[src/rtl/output_vc_scheduler_pkg.sv]
// Shared constants and state encoding for the output-port VC scheduler.
package output_vc_scheduler_pkg;

    localparam int unsigned NUM_VC     = 4;
    localparam int unsigned VC_W       = 2;
    localparam int unsigned DATA_W     = 32;
    localparam int unsigned MAX_FLITS  = 16;
    localparam int unsigned CNT_W      = 16;
    // Wide enough to hold MAX_FLITS itself, where the counter saturates.
    localparam int unsigned FLIT_CNT_W = $clog2(MAX_FLITS + 1);

    typedef enum logic {
        IDLE = 1'b0,
        LOCK = 1'b1
    } state_e;

endpackage

[src/rtl/output_vc_scheduler_rr_arbiter.sv]
// Combinational rotate-priority encoder: first requester after 'last', with wrap-around.
module output_vc_scheduler_rr_arbiter
    import output_vc_scheduler_pkg::*;
(
    input  logic [NUM_VC-1:0] req,
    input  logic [VC_W-1:0]   last,
    output logic [VC_W-1:0]   gnt_idx,
    output logic              any_req
);

    always_comb begin
        gnt_idx = last;
        any_req = 1'b0;
        for (int unsigned k = 1; k <= NUM_VC; k++) begin
            if (!any_req && req[VC_W'((32'(last) + k) % NUM_VC)]) begin
                gnt_idx = VC_W'((32'(last) + k) % NUM_VC);
                any_req = 1'b1;
            end
        end
    end

endmodule

[src/rtl/output_vc_scheduler.sv]
// Wormhole scheduler: round-robin picks a VC, then the port stays locked to it until its tail.
module output_vc_scheduler
    import output_vc_scheduler_pkg::*;
(
    input  logic                     wr_clk,
    input  logic                     reset,
    input  logic [NUM_VC-1:0]        vc_req,
    input  logic [NUM_VC*DATA_W-1:0] vc_data,
    input  logic [NUM_VC-1:0]        vc_tail,
    input  logic                     buf_rd,
    output logic [NUM_VC-1:0]        vc_ack,
    output logic [DATA_W-1:0]        ors_data_out,
    output logic                     valid_data,
    output logic [VC_W-1:0]          grant_vc,
    output logic                     busy,
    output logic [CNT_W-1:0]         pkt_count,
    output logic                     len_err
);

    state_e                state;
    logic [FLIT_CNT_W-1:0] flit_cnt;
    logic [VC_W-1:0]       gnt_idx;
    logic                  any_req;
    logic                  ack;
    logic [DATA_W-1:0]     cur_data;
    logic                  cur_tail;

    output_vc_scheduler_rr_arbiter u_rr_arbiter (
        .req     (vc_req),
        .last    (grant_vc),
        .gnt_idx (gnt_idx),
        .any_req (any_req)
    );

    assign cur_data = vc_data[32'(grant_vc) * DATA_W +: DATA_W];
    assign cur_tail = vc_tail[grant_vc];

    // Pop strobe is gated by reset so no FIFO is drained while the port is held in reset.
    always_comb begin
        vc_ack = '0;
        if (reset && (state == LOCK) && buf_rd) begin
            vc_ack[grant_vc] = vc_req[grant_vc];
        end
    end

    assign ack = |vc_ack;

    always_ff @(posedge wr_clk or negedge reset) begin
        if (!reset) begin
            state        <= IDLE;
            ors_data_out <= '0;
            valid_data   <= 1'b0;
            grant_vc     <= VC_W'(NUM_VC - 1);
            busy         <= 1'b0;
            pkt_count    <= '0;
            len_err      <= 1'b0;
            flit_cnt     <= '0;
        end else begin
            case (state)
                IDLE: begin
                    valid_data <= 1'b0;
                    if (any_req) begin
                        grant_vc <= gnt_idx;
                        busy     <= 1'b1;
                        state    <= LOCK;
                    end
                end
                LOCK: begin
                    valid_data <= ack;
                    if (ack) begin
                        ors_data_out <= cur_data;
                        if (cur_tail) begin
                            state     <= IDLE;
                            busy      <= 1'b0;
                            pkt_count <= pkt_count + CNT_W'(1);
                            flit_cnt  <= '0;
                        end else if (flit_cnt != FLIT_CNT_W'(MAX_FLITS)) begin
                            flit_cnt <= flit_cnt + FLIT_CNT_W'(1);
                            // This non-tail flit is number MAX_FLITS: the packet is overlong.
                            if (flit_cnt == FLIT_CNT_W'(MAX_FLITS - 1)) begin
                                len_err <= 1'b1;
                            end
                        end
                    end
                end
                default: state <= IDLE;
            endcase
        end
    end

endmodule

[config.mk]
export PLATFORM = sky130hd
export DESIGN_NAME = output_vc_scheduler
export DESIGN_NICKNAME = d
export VERILOG_FILES = /design/src/rtl/output_vc_scheduler_pkg.sv /design/src/rtl/output_vc_scheduler_rr_arbiter.sv /design/src/rtl/output_vc_scheduler.sv
export SDC_FILE = /design/constraint.sdc
export NUM_CORES = 1
export LEC_CHECK = 0
export ABC_CLOCK_PERIOD_IN_PS = 2750
export CAP_MARGIN = 30
export CORE_MARGIN = 3
export CORE_UTILIZATION = 39
export DETAILED_ROUTE_END_ITERATION = 7
export PLACE_DENSITY = 0.81
export SYNTH_ARGS = -nofsm -noshare
export SYNTH_HDL_FRONTEND = slang
export SYNTH_SLANG_ARGS = --single-unit
[constraint.sdc]
create_clock -name wr_clk -period 2.75 [get_ports wr_clk]
set_input_delay 0.275 -clock wr_clk [delete_from_list [all_inputs] [get_ports wr_clk]]
set_output_delay 0.275 -clock wr_clk [all_outputs]
set_load 0.02 [all_outputs]
==> results <==
critical path, cell delays in order, from the launching register on:
cell             delay [ns]
dfstp_2                0.61
buf_6                  0.24
mux4_2                 0.40
and3_1                 0.22
clkdlybuf4s50_1        0.54
placed cells by master, fill, tap and decap left out, types with 3 or more instances in the layout:
| master | count |
|---|---|
| clkbuf_8 | 9 |
| ha_1 | 8 |
| inv_1 | 8 |
| clkdlybuf4s50_1 | 194 |
| clkinv_2 | 3 |
| nand3_1 | 6 |
| mux4_2 | 35 |
| nand2b_1 | 3 |
| a21oi_1 | 5 |
| nor2b_1 | 3 |
| xnor2_1 | 12 |
| and3_1 | 10 |
| nor2_1 | 10 |
| nand4_1 | 10 |
| buf_4 | 7 |
| xor2_1 | 3 |
| dfrtp_1 | 57 |
| nand2_1 | 104 |
| nor3_1 | 4 |
report_power, final:
group / switching [mW] / internal [mW] / leakage [nW] / total, mW
clock network: 0.333 / 0.322 / 0.0791 / 0.656
registers: 0.214 / 1.17 / 0.756 / 1.38
logic: 1.32 / 1.40 / 1.63 / 2.72
total: 1.87 / 2.89 / 2.46 / 4.76
what timing repair did:
action,CTS,global route
gates resized for setup,0,1
setup endpoints to repair,0,5
setup buffers,0,0
routing by layer:
layer | track usage | wire length (um) | vias to the layer above
met3 | 0.0484 | 780 | 7
met4 | 0.0491 | 86 | 0
met2 | 0.372 | 5720 | 124
met1 | 0.273 | 4450 | 1641
li1 | - | - | 1551
met5 | 0 | 0 | -
final timing paths:
path | from | end | slack, ns | depth (start not counted)
max | grant_vc[0] | vc_ack[2] | 0.15 | 4
min | reset | ors_data_out[15] | 0.16 | 2
max reg2reg | grant_vc[0] | flit_cnt[0] | 0.30 | 6
min reg2reg | len_err | len_err | 0.46 | 1
max in group asynchronous | reset | ors_data_out[8] | 2.10 | 2
min in group wr_clk | len_err | len_err | 0.46 | 1
logic make-up after synthesis:
kind of cell	Yosys count
DFF	59
xor gates and xnor gates	15
AOI/OAI and AO/OA	19
buffers and inverters	28
adders and majority gates	8
muxes	39
and+or+nand+nor	160
metrics by stage:
stage	area, sq um	setup WS (ns)
5_1_grt	5740	0.0344
2_1_floorplan	3520	0.176
6_report	5740	0.147
3_5_place_dp	5580	0.159
3_3_place_gp	5580	0.263
4_1_cts	5740	0.0337
cell type report:
class / count / area [sq um] / share of cell area
repair buffers: 203 / 2010 / 0.350
multi-input cells: 241 / 1920 / 0.335
flip-flops and latches: 59 / 1480 / 0.258
well taps: 108 / 135 / 0.0235
clock buffers: 11 / 131 / 0.0229
inverters: 9 / 33.8 / 0.00588
clock inverters: 5 / 30.0 / 0.00523
registers in the layout (all words and copies together), names as in the netlist:
| register | count |
|---|---|
| state | 1 |
| grant_vc | 2 |
| busy | 1 |
| flit_cnt | 5 |
| pkt_count | 16 |
| ors_data_out | 32 |
| valid_data | 1 |
| len_err | 1 |
==> impl_metrics.toml <==
[finish]
post-route-util = 0.655
n_fill_cell = 729
layoutNonFillerInstCount = 636
final_layout_size_suffix_gt1_frac = 0.129
final_nets = 670
area_delta_synth_final_pct = 62.9
antenna_cells = 0

[critical_path]
cp-start-kind = "flop"
criticalPathCategory = "flop to primary output"
critPathMaxFanout = 18
end_kind = "primary output"
crit_arrival_ns = 2.33
worstPathRequired_ns = 2.48

[synthesis]
synth_fa_ha_area_frac = 0.0284
synth.most_common_cell = "nand2_1"
async_flop_share = 1.00
synth.area.mux_share = 0.236
synth-xor-area-share = 0.0373
synth_top_cell_area_share = 0.405
netlist-cell-type-count = 44
synth_top_family_by_area = "multiplexers"
synth_simple_gate_area_share = 0.206
synth.area.top_cells = "dfrtp_1, mux4_2, nand2_1, xnor2_1, ha_1"
syn_inst = 328
synthTopCellsByCount = "nand2_1, dfrtp_1, mux4_2"
syn_nets = 475
synth_edf_count = 0
ys_ff_latch = 59
synth_top_area_cell = "dfrtp_1"
ys_warn_count = 0
synth-compound-area-share = 0.0376
synth_flop_cell = "dfrtp_1"
yosysSeqAreaShare = 0.420
syn_area_sq_mm = 0.00352
avgSynthCellArea_sq_um = 10.7

[cts]
cts_hold_buf = 0
htreeDepth = 3
clock-sinks = 59
cts_buffers = 9
clock_latency_ns = 0.32
clockBufferDepth = 2
cts_tree = "yes"
clock_tree.root_cell = "clkbuf_8"
clkTransAtPathRegs_ns = 0.07

[placement]
detailed_place_hpwl_mm = 8.61
placed_cells = 620
gp_congestion = 0.870
port_buffers = 195

[floorplan]
start_util = 0.402
rows = 34
core-area_sq_mm = 0.00876
die_area_sq_mm = 0.0102
die_w_um = 101
die_y_um = 101
io_pins = 196

[sta]
slew_headroom = 0.499
period_minus_slack_ns = 2.60
period_share = 0.947
fin_worst_skew_ns = 0.0115
setup-violations-final = 0
worst_pin_slew_ns = 0.752
setup_tns_ns = 0
max_freq_ghz = 0.384
rsz0062_at_grt = "false"
slew_viol_final = 0
whs_ns = 0.156
hold_viol_final = 0

[routing]
wl_per_cell_um = 17.4
wl_mm = 11.0
drt-initial-drc-count = 63
viasPerCell = 5.22
ant_nets = 0
firstDrtPassIters = 6
dr_total_vias = 3323
drc = 0

[pwr]
p_total_mw = 4.76
ir_drop_mv = 0.550
p_per_area_mw_per_mm2 = 828
p_leak_nw = 2.46

[global_route]
grt_start_max_net_pins = 60
grt_pass1_wl_mm = 17.2
first_global_vias = 3409
track_usage = 0.215
grt_overflow = 0
antenna_found_initial = 0

[job]
maxCapViolCount = 0

[hold_path]
holdCritPathClass = "input port to asynchronous set/reset pin"

[outcome]
status = "finished, final reports clean"
No activity file was read; power rests on OpenSTA's default activity.
